===== src/rtl/debug_pkg.sv =====
// Shared constants for the register-file debug dumper.
// Optional checksum trailer is enabled by defining DUMP_CHECKSUM_EN.
package debug_pkg;

    localparam int unsigned NB_BYTE        = 8;
    localparam int unsigned NBITS_DEFAULT  = 32;
    localparam int unsigned BYTES_PER_WORD = NBITS_DEFAULT / NB_BYTE;

    // Index width for n items, never narrower than one bit.
    function automatic int unsigned idx_width(input int unsigned n);
        return (n <= 1) ? 1 : $clog2(n);
    endfunction

    localparam int unsigned BYTE_IDX_W = idx_width(BYTES_PER_WORD);

    // Dumper states (encodings kept as plain constants for legacy tooling).
    localparam logic [2:0] IDLE = 3'd0;
    localparam logic [2:0] ADDR = 3'd1;
    localparam logic [2:0] LOAD = 3'd2;
    localparam logic [2:0] SEND = 3'd3;
    localparam logic [2:0] WAIT = 3'd4;
    localparam logic [2:0] CSUM = 3'd5;
    localparam logic [2:0] FIN  = 3'd6;

endpackage


===== src/rtl/debug_reg_dumper_if.sv =====
// Handshake/bus bundle between the dumper, the register file debug port
// and the UART TX path. Signal names match the legacy port list.
// The dumper uses the master modport; its environment uses slave.
interface debug_reg_dumper_if #(
    parameter int unsigned REGS    = 5,
    parameter int unsigned NBITS   = 32,
    parameter int unsigned NB_BYTE = 8
);

    logic               i_start;
    logic [NBITS-1:0]   i_RegData;
    logic               i_tx_done;
    logic [REGS-1:0]    o_RegDebug;
    logic [NB_BYTE-1:0] o_tx_data;
    logic               o_tx_start;
    logic               o_busy;
    logic               o_done;

    modport master (
        input  i_start, i_RegData, i_tx_done,
        output o_RegDebug, o_tx_data, o_tx_start, o_busy, o_done
    );

    modport slave (
        output i_start, i_RegData, i_tx_done,
        input  o_RegDebug, o_tx_data, o_tx_start, o_busy, o_done
    );

endinterface


===== src/rtl/debug_reg_dumper_word_byte_serializer.sv =====
// word_byte_serializer: sends one captured word LSB byte first over the
// UART start/done handshake and flags the acknowledge of its last byte.
// i_load_single sends only the low byte (used for the checksum trailer).
module word_byte_serializer #(
    parameter int unsigned NBITS   = 32,
    parameter int unsigned NB_BYTE = 8
) (
    input  logic               i_clk,
    input  logic               i_reset,
    input  logic               i_load,
    input  logic               i_load_single,
    input  logic [NBITS-1:0]   i_load_data,
    input  logic               i_tx_done,
    output logic               o_tx_start,
    output logic [NB_BYTE-1:0] o_tx_data,
    output logic               o_word_sent
);

    import debug_pkg::*;

    localparam int unsigned BPW = NBITS / NB_BYTE;
    localparam int unsigned IW  = idx_width(BPW);
    localparam logic [IW-1:0] LAST_IDX = IW'(BPW - 1);

    logic [2:0]         phase_q, phase_d;
    logic [NBITS-1:0]   shift_q, shift_d;
    logic [IW-1:0]      idx_q, idx_d;
    logic               tx_start_q, tx_start_d;
    logic [NB_BYTE-1:0] tx_data_q, tx_data_d;

    assign o_tx_start  = tx_start_q;
    assign o_tx_data   = tx_data_q;
    assign o_word_sent = (phase_q == WAIT) && i_tx_done && (idx_q == LAST_IDX);

    // Byte sequencing: a load always wins, so a new word can start on the
    // same edge the previous word's last byte is acknowledged.
    always_comb begin
        phase_d    = phase_q;
        shift_d    = shift_q;
        idx_d      = idx_q;
        tx_start_d = 1'b0;
        if (i_load) begin
            shift_d    = i_load_data;
            idx_d      = i_load_single ? LAST_IDX : '0;
            tx_start_d = 1'b1;
            phase_d    = SEND;
        end else begin
            case (phase_q)
                SEND: phase_d = WAIT;
                WAIT: begin
                    if (i_tx_done) begin
                        if (idx_q != LAST_IDX) begin
                            shift_d    = shift_q >> NB_BYTE;
                            idx_d      = idx_q + 1'b1;
                            tx_start_d = 1'b1;
                            phase_d    = SEND;
                        end else begin
                            phase_d = IDLE;
                        end
                    end
                end
                default: phase_d = IDLE;
            endcase
        end
        tx_data_d = (phase_d == SEND) ? shift_d[NB_BYTE-1:0] : tx_data_q;
    end

    // Serializer state registers.
    always_ff @(posedge i_clk) begin
        if (i_reset) begin
            phase_q    <= IDLE;
            shift_q    <= '0;
            idx_q      <= '0;
            tx_start_q <= 1'b0;
            tx_data_q  <= '0;
        end else begin
            phase_q    <= phase_d;
            shift_q    <= shift_d;
            idx_q      <= idx_d;
            tx_start_q <= tx_start_d;
            tx_data_q  <= tx_data_d;
        end
    end

endmodule


===== src/rtl/debug_reg_dumper.sv =====
// debug_reg_dumper: walks register addresses 0..CELDAS-1 on the register
// file debug port and streams every word to UART TX, LSB byte first.
// Define DUMP_CHECKSUM_EN to append an XOR checksum byte after the dump.
module debug_reg_dumper #(
    parameter int unsigned REGS    = 5,
    parameter int unsigned NBITS   = 32,
    parameter int unsigned CELDAS  = 32,
    parameter int unsigned NB_BYTE = 8
) (
    input  logic                 i_clk,
    input  logic                 i_reset,
    debug_reg_dumper_if.master   bus
);

    import debug_pkg::*;

    localparam logic [REGS-1:0] LAST_ADDR = REGS'(CELDAS - 1);

    logic [2:0]         state_q, state_d;
    logic [REGS-1:0]    addr_q, addr_d;
    logic [REGS-1:0]    reg_debug_q, reg_debug_d;
    logic               busy_q, busy_d;
    logic               done_q, done_d;

    logic               ser_load;
    logic               ser_single;
    logic [NBITS-1:0]   ser_data;
    logic               ser_tx_start;
    logic [NB_BYTE-1:0] ser_tx_data;
    logic               word_sent;

`ifdef DUMP_CHECKSUM_EN
    logic [NB_BYTE-1:0] csum_q, csum_d;
`endif

    word_byte_serializer #(
        .NBITS   (NBITS),
        .NB_BYTE (NB_BYTE)
    ) u_ser (
        .i_clk         (i_clk),
        .i_reset       (i_reset),
        .i_load        (ser_load),
        .i_load_single (ser_single),
        .i_load_data   (ser_data),
        .i_tx_done     (bus.i_tx_done),
        .o_tx_start    (ser_tx_start),
        .o_tx_data     (ser_tx_data),
        .o_word_sent   (word_sent)
    );

    assign bus.o_RegDebug = reg_debug_q;
    assign bus.o_tx_data  = ser_tx_data;
    assign bus.o_tx_start = ser_tx_start;
    assign bus.o_busy     = busy_q;
    assign bus.o_done     = done_q;

    // Address sequencing FSM; WAIT covers the whole word while the
    // serializer runs its per-byte SEND/WAIT handshake.
    always_comb begin
        state_d    = state_q;
        addr_d     = addr_q;
        ser_load   = 1'b0;
        ser_single = 1'b0;
        ser_data   = bus.i_RegData;
        case (state_q)
            IDLE: begin
                if (bus.i_start) begin
                    addr_d  = '0;
                    state_d = ADDR;
                end
            end
            ADDR: state_d = LOAD;
            LOAD: begin
                ser_load = 1'b1;
                state_d  = WAIT;
            end
            WAIT: begin
                if (word_sent) begin
                    if (addr_q < LAST_ADDR) begin
                        addr_d  = addr_q + 1'b1;
                        state_d = ADDR;
                    end else begin
`ifdef DUMP_CHECKSUM_EN
                        ser_load   = 1'b1;
                        ser_single = 1'b1;
                        ser_data   = NBITS'(csum_q);
                        state_d    = CSUM;
`else
                        state_d    = FIN;
`endif
                    end
                end
            end
`ifdef DUMP_CHECKSUM_EN
            CSUM: begin
                if (word_sent) begin
                    state_d = FIN;
                end
            end
`endif
            FIN:     state_d = IDLE;
            default: state_d = IDLE;
        endcase

        reg_debug_d = reg_debug_q;
        if (state_d == IDLE) begin
            reg_debug_d = '0;
        end else if (state_d == ADDR) begin
            reg_debug_d = addr_d;
        end
        busy_d = (state_d != IDLE);
        done_d = (state_d == FIN);
    end

    // FSM and registered output flops.
    always_ff @(posedge i_clk) begin
        if (i_reset) begin
            state_q     <= IDLE;
            addr_q      <= '0;
            reg_debug_q <= '0;
            busy_q      <= 1'b0;
            done_q      <= 1'b0;
        end else begin
            state_q     <= state_d;
            addr_q      <= addr_d;
            reg_debug_q <= reg_debug_d;
            busy_q      <= busy_d;
            done_q      <= done_d;
        end
    end

`ifdef DUMP_CHECKSUM_EN
    // Fold each data byte in as it is launched; the trailer byte itself
    // is launched outside WAIT and so is not folded.
    always_comb begin
        csum_d = csum_q;
        if (state_q == IDLE) begin
            csum_d = '0;
        end else if (state_q == WAIT && ser_tx_start) begin
            csum_d = csum_q ^ ser_tx_data;
        end
    end

    // Checksum register.
    always_ff @(posedge i_clk) begin
        if (i_reset) begin
            csum_q <= '0;
        end else begin
            csum_q <= csum_d;
        end
    end
`endif

endmodule


===== src/flat_wrapper.sv =====
// flat-port wrapper written by rule: the top's interface ports become plain ports
module debug_reg_dumper_flat import debug_pkg::*;
#(
    parameter int unsigned REGS    = 5,
    parameter int unsigned NBITS   = 32,
    parameter int unsigned CELDAS  = 32,
    parameter int unsigned NB_BYTE = 8
)
  (i_clk, i_reset, bus_i_start, bus_i_RegData, bus_i_tx_done, bus_o_RegDebug, bus_o_tx_data, bus_o_tx_start, bus_o_busy, bus_o_done);
  debug_reg_dumper_if #(.REGS(REGS), .NBITS(NBITS), .NB_BYTE(NB_BYTE)) bus_i ();
  input  logic i_clk;
  input  logic i_reset;
  input wire logic [$bits(bus_i.i_start)-1:0] bus_i_start;
  input wire logic [$bits(bus_i.i_RegData)-1:0] bus_i_RegData;
  input wire logic [$bits(bus_i.i_tx_done)-1:0] bus_i_tx_done;
  output wire logic [$bits(bus_i.o_RegDebug)-1:0] bus_o_RegDebug;
  output wire logic [$bits(bus_i.o_tx_data)-1:0] bus_o_tx_data;
  output wire logic [$bits(bus_i.o_tx_start)-1:0] bus_o_tx_start;
  output wire logic [$bits(bus_i.o_busy)-1:0] bus_o_busy;
  output wire logic [$bits(bus_i.o_done)-1:0] bus_o_done;
  assign bus_i.i_start = bus_i_start;
  assign bus_i.i_RegData = bus_i_RegData;
  assign bus_i.i_tx_done = bus_i_tx_done;
  assign bus_o_RegDebug = bus_i.o_RegDebug;
  assign bus_o_tx_data = bus_i.o_tx_data;
  assign bus_o_tx_start = bus_i.o_tx_start;
  assign bus_o_busy = bus_i.o_busy;
  assign bus_o_done = bus_i.o_done;
  debug_reg_dumper #(.REGS(REGS), .NBITS(NBITS), .CELDAS(CELDAS), .NB_BYTE(NB_BYTE)) u_core (.i_clk(i_clk), .i_reset(i_reset), .bus(bus_i));
endmodule

===== config.mk =====
export PLATFORM = sky130hd
export DESIGN_NAME = debug_reg_dumper_flat
export DESIGN_NICKNAME = d
export VERILOG_FILES = /design/src/rtl/debug_pkg.sv /design/src/rtl/debug_reg_dumper_if.sv /design/src/rtl/debug_reg_dumper_word_byte_serializer.sv /design/src/rtl/debug_reg_dumper.sv /design/src/flat_wrapper.sv
export SDC_FILE = /design/constraint.sdc
export NUM_CORES = 1
export LEC_CHECK = 0
export CORE_MARGIN = 2
export CORE_UTILIZATION = 30
export DETAILED_ROUTE_END_ITERATION = 12
export GPL_ROUTABILITY_DRIVEN = 0
export GPL_TIMING_DRIVEN = 0
export MAX_ROUTING_LAYER = met4
export PLACE_DENSITY = 0.59
export SYNTH_ARGS = -nofsm -noshare
export SYNTH_HDL_FRONTEND = slang
export SYNTH_HIERARCHICAL = 1
export SYNTH_SLANG_ARGS = --single-unit

===== constraint.sdc =====
create_clock -name i_clk -period 4.3 [get_ports i_clk]
set_input_delay 0.645 -clock i_clk [delete_from_list [all_inputs] [get_ports i_clk]]
set_output_delay 0.645 -clock i_clk [all_outputs]
set_load 0.01 [all_outputs]

After elaboration in Yosys (flattened, before gate mapping)
Index checks and enable logic that the tools add are counted.
{"block": "op_classes", "addsub": 2, "n_lt_le_gt_ge": 1, "eq_ne": 10, "muxes": 21, "n_reduce_logical": 12}
{"cell": "32-bit two-way mux", "count": 4}
{"cell": "3-bit two-way mux", "count": 5}
{"cell": "5-bit two-way mux", "count": 3}
{"cell": "3-bit one-hot mux with 4 select lines", "count": 1}
{"cell": "5-bit one-hot mux with 2 select lines", "count": 1}
{"cell": "3-bit by 2-bit == test with 1-bit output, second input constant", "count": 3}
{"cell": "3-bit == test, second input constant", "count": 3}
{"cell": "3-bit by 1-bit == test with 1-bit output, second input constant", "count": 2}
{"cell": "3-bit zero test", "count": 2}
{"cell": "3-bit one-hot mux with 2 select lines", "count": 1}
{"cell": "3-bit AND reduction", "count": 2}
{"cell": "2-bit nonzero test", "count": 3}
{"cell": "5-bit by 1-bit adder with 5-bit output, second input constant", "count": 1}
{"cell": "5-bit less-than comparator, second input constant", "count": 1}
{"cell": "1-bit two-way mux", "count": 5}
{"cell": "2-bit OR reduction", "count": 2}
{"cell": "3-bit nonzero test", "count": 1}
{"cell": "2-bit by 1-bit adder with 2-bit output, second input constant", "count": 1}
{"cell": "2-bit == test, second input constant", "count": 1}
{"cell": "1-bit logical AND", "count": 2}
{"cell": "2-bit two-way mux", "count": 1}
{"cell": "2-bit inequality test, second input constant", "count": 1}
{"block": "word_totals", "ff_bits": 61, "input_bits": 36, "elab_cells": 57}

Longest topological paths before layout
{"block": "depth", "word_depth": 7, "ltp_mapped": 11, "depth_no_buf": 8}

By module
Netlist, hierarchy kept.
{"mod": "word_byte_serializer", "instances": 1, "cells_each": 204, "area_per_inst_um2": 1761.7, "seq_area_each_um2": 760.7}
{"mod": "debug_reg_dumper", "instances": 1, "cells_each": 86, "area_per_inst_um2": 783.3, "seq_area_each_um2": 300.3}

Worst setup path before layout
Ideal clock, no wire load.
{"block": "synth_path", "path_kind": "input -> register", "from": "input port bus_i_tx_done", "to": "register u_core.reg_debug_q[4] (netlist: u_core/bus.o_RegDebug[4])", "setup_ns": 0.119, "arrival_time_ns": 2.094, "slack_ns": 2.086, "cell_stages": 9, "path_buffers": 3, "cell_sequence": "nand4bb_4 > buf_6 > buf_2 > nor2_1 > buf_2 > nand4_1 > a2111o_1 > a22oi_1 > o2bb2ai_1"}
{"block": "synth_via", "elab_chain_cells": 6}
{"element": "start: declaration", "line_no": "flat_wrapper.sv:15", "text": "input wire logic [$bits(bus_i.i_tx_done)-1:0] bus_i_tx_done;"}
{"element": "1-bit logical AND (*) (2 in a row)", "line_no": "debug_reg_dumper_word_byte_serializer.sv:33", "text": "assign o_word_sent = (phase_q == WAIT) && i_tx_done && (idx_q == LAST_IDX);"}
{"element": "named net u_core.word_sent", "line_no": "debug_reg_dumper.sv:30", "text": "logic word_sent;"}
{"element": "3-bit two-way mux", "line_no": "debug_reg_dumper.sv:78", "text": "if (word_sent) begin"}
{"element": "3-bit one-hot mux with 4 select lines", "line_no": "debug_reg_dumper.sv:65", "text": "case (state_q)"}
{"element": "3-bit zero test", "line_no": "debug_reg_dumper.sv:106", "text": "if (state_d == IDLE) begin"}
{"element": "2-bit OR reduction (no line)"}
{"element": "end signal: assignment", "line_no": "debug_reg_dumper.sv:126", "text": "reg_debug_q <= reg_debug_d;"}
{"element": "end: declaration", "line_no": "debug_reg_dumper.sv:21", "text": "logic [REGS-1:0] reg_debug_q, reg_debug_d;"}
The timed path passes the listed nets; every way through them passes the cells marked *.
A chain may end at the register's enable or synchronous reset.

Final worst setup path
Same ends and word-level chain as after synthesis.

==> impl_metrics.json <==
{
  "outcome": "complete, no violations",
  "cts_buffers": 5,
  "clock_path_buffers": 2,
  "synth_flop_cell": "dfxtp_1",
  "synth_area_leaders": "dfxtp_1 42%, a221oi_1 5.2%, a21oi_1 4.7%, a31oi_1 4.7%, inv_1 4.0%",
  "worstPathMaxFanout": 10,
  "numPortBuffers": 51,
  "cts_tree": "built",
  "ios": 52,
  "vias": 2342,
  "coreArea_um2": 8220,
  "critPathRequiredTime_ps": 4510,
  "die_height_um": 96.1,
  "rsz0062_at_grt": "no",
  "critPathKind": "in2reg",
  "syn_avg_cell_area_um2": 8.78,
  "crit_arrival_ps": 2920,
  "clock-sinks": 53,
  "netlist_top_cells_count": "53 x dfxtp_1, 27 x inv_1, 24 x a21oi_1, 20 x o21ai_0, 19 x a31oi_1",
  "synth-async-reset-ratio_pct": 0,
  "clk_pin_slew_ps": 100,
  "power.density_nw_per_um2": 306,
  "start_util_pct": 31.0,
  "clock_tree.root_cell": "clkbuf_8",
  "synth_seq_area_share_pct": 41.7,
  "cts.repair.resized": 0,
  "drive_gt1_share_pct": 9.74,
  "hold_viol": 0,
  "ys_types": 54,
  "start_kind": "primary input",
  "yosysTopAreaCell": "dfxtp_1",
  "whs_path_depth": 1,
  "antenna_found_initial": 0,
  "finClkSkew_ps": 13.3,
  "htreeDepth": 2,
  "setup_violations": 0,
  "fmax_mhz": 370,
  "grt_max_degree": 19,
  "via_per_inst": 5.16,
  "crit_top_cell": "buf_2",
  "place_hpwl_um": 4660,
  "maxCapViolations": 0,
  "p_leak_nw": 1.23,
  "whs_ps": 486,
  "layout-area-overhead-vs-synth_pct": 29.8,
  "end_kind": "register",
  "slowest_delay_ps": 540,
  "hold_class": "reg2reg",
  "routed_wl_um": 6390,
  "first_pass_iters": 4,
  "dieArea_um2": 9240,
  "synth_top_area_share_pct": 41.7,
  "period_needed_ps": 2710,
  "tns_ps": 0,
  "ys_warn_count": 6,
  "nFillCells": 857,
  "die_w_um": 96.1,
  "slew_headroom_pct": 64.9,
  "post_cts_buffers": 0,
  "yosys.cell_count.top_type": "dfxtp_1",
  "finalCritPeriodShare_pct": 62.9,
  "fin_nets": 386,
  "placedCellCount": 446,
  "grt_pass1_vias": 2173,
  "irDropWorstVdd_uv": 110,
  "grtUsageTotal_pct": 14.8,
  "r2r_cells": 10,
  "antenna_left": 0,
  "drt_iter0_drc": 141,
  "path_buf_inv": 4,
  "syn_area_um2": 2540,
  "crit_cells": 10,
  "rows": 33,
  "path_cells": "clkdlybuf4s50_1, nand4bb_4, buf_6, buf_2, nor2_1, buf_2, nand4_1, a2111o_1, a22oi_1, o2bb2ai_1",
  "synth_edf_count": 0,
  "n_antenna_cell": 0,
  "synth_seq_cells": 53,
  "synthCells": 290,
  "grt_pass1_wl_um": 10500,
  "syn-num-nets": 328,
  "wl_per_cell_um": 14.1,
  "holdBufCountCts": 0,
  "critPathSlowestCell": "clkdlybuf4s50_1",
  "clk_latency_ps": 320,
  "instances_no_fill": 454,
  "cp_top_family": "buffers and inverters",
  "maxSlewViolCount": 0,
  "drc_errors": 0,
  "overflow": 0,
  "worst_pin_slew_ps": 526
}
## power breakdown
group,switching (mW),leakage [nW],internal (mW),total [mW]
logic,0.0633,0.739,0.0725,0.136
registers,0.0119,0.430,0.511,0.523
clock network,0.176,0.0563,0.177,0.353
total,0.251,1.23,0.761,1.01
## layout by cell type (no fill, tap or decap), types with 10 or more instances in the layout
cell / n
dfxtp_1: 53
clkdlybuf4s50_1: 51
inv_1: 27
a21oi_1: 24
o21ai_0: 20
a31oi_1: 19
a221oi_1: 15
nand2_1: 12
clkbuf_1: 11
buf_2: 10
## final timing paths
| kind | endpoint | start | slack [ps] |
|---|---|---|---|
| worst min register to register | u_core/bus.o_RegDebug[4]$_SDFFE_PP0N_ | u_core/bus.o_RegDebug[4]$_SDFFE_PP0N_ | 490 |
| worst max register to register | u_core/bus.o_RegDebug[4]$_SDFFE_PP0N_ | u_core/u_ser/idx_q[0]$_SDFFE_PP0P_ | 1780 |
| worst max-delay path | u_core/bus.o_RegDebug[4]$_SDFFE_PP0N_ | bus_i_tx_done | 1590 |
| worst min-delay path | u_core/bus.o_RegDebug[4]$_SDFFE_PP0N_ | u_core/bus.o_RegDebug[4]$_SDFFE_PP0N_ | 490 |
## through the flow
step	util (%)	setup slack (ps)	power, mW	cell area (um2)
global placement	38.8	1230	0.669	3190
CTS	40.2	1570	1.02	3300
detailed placement	38.8	1230	0.670	3190
floorplan	-	2090	0.604	2540
global route	40.2	1390	1.06	3300
finish	40.2	1590	1.01	3300
## flip-flops by register name, indices dropped and copies added (netlist names)
register	flops
u_core/bus.o_busy	1
u_core/addr_q	5
u_core/state_q	3
u_core/bus.o_done	1
u_core/u_ser/o_tx_data	8
u_core/u_ser/phase_q	3
u_core/u_ser/o_tx_start	1
u_core/bus.o_RegDebug	5
u_core/u_ser/idx_q	2
u_core/u_ser/shift_q	24
## final cells by class
type                            instances  area, um2  area share, %
Multi-Input combinational cell        177       1210           36.7
Buffer                                 30        160           4.85
Clock buffer                            5       68.8           2.08
Timing Repair Buffer                   51        510           15.4
Inverter                               30        113           3.41
Tap cell                              105        131           3.98
Clock inverter                          3       48.8           1.48
Sequential cell                        53       1060           32.1
## worst reg2reg max path, delay by kind of cell, from the launching register on
family                     cells  cell delay (ps)
and+or+nand+nor                2              260
buffers and inverters          4              930
adders and majority gates      1              140
DFF                            1              360
AOI/OAI and AO/OA              3              710
## routing by layer
layer / part of all wire [%] / wire (um) / GRT usage, %
met1: 50 / 3210 / 20.6
met2: 44 / 2810 / 21.7
met3: 4.9 / 316 / 2.66
met4: 0.81 / 52 / 4.40
met5: 0 / 0 / -
## cell families after synthesis
group                    Yosys count  synth area share (%)
XOR/XNOR                           1                 0.344
AO/OA/AOI/OAI                    118                  32.3
flip-flops                        53                  41.7
buffers and inverters             60                  10.7
adder cells (fa/ha/maj)            2                 0.983
other                              1                 0.147
multiplexers                       1                 0.393
AND/OR/NAND/NOR                   54                  13.5
Power figures use the tool's default switching activity.
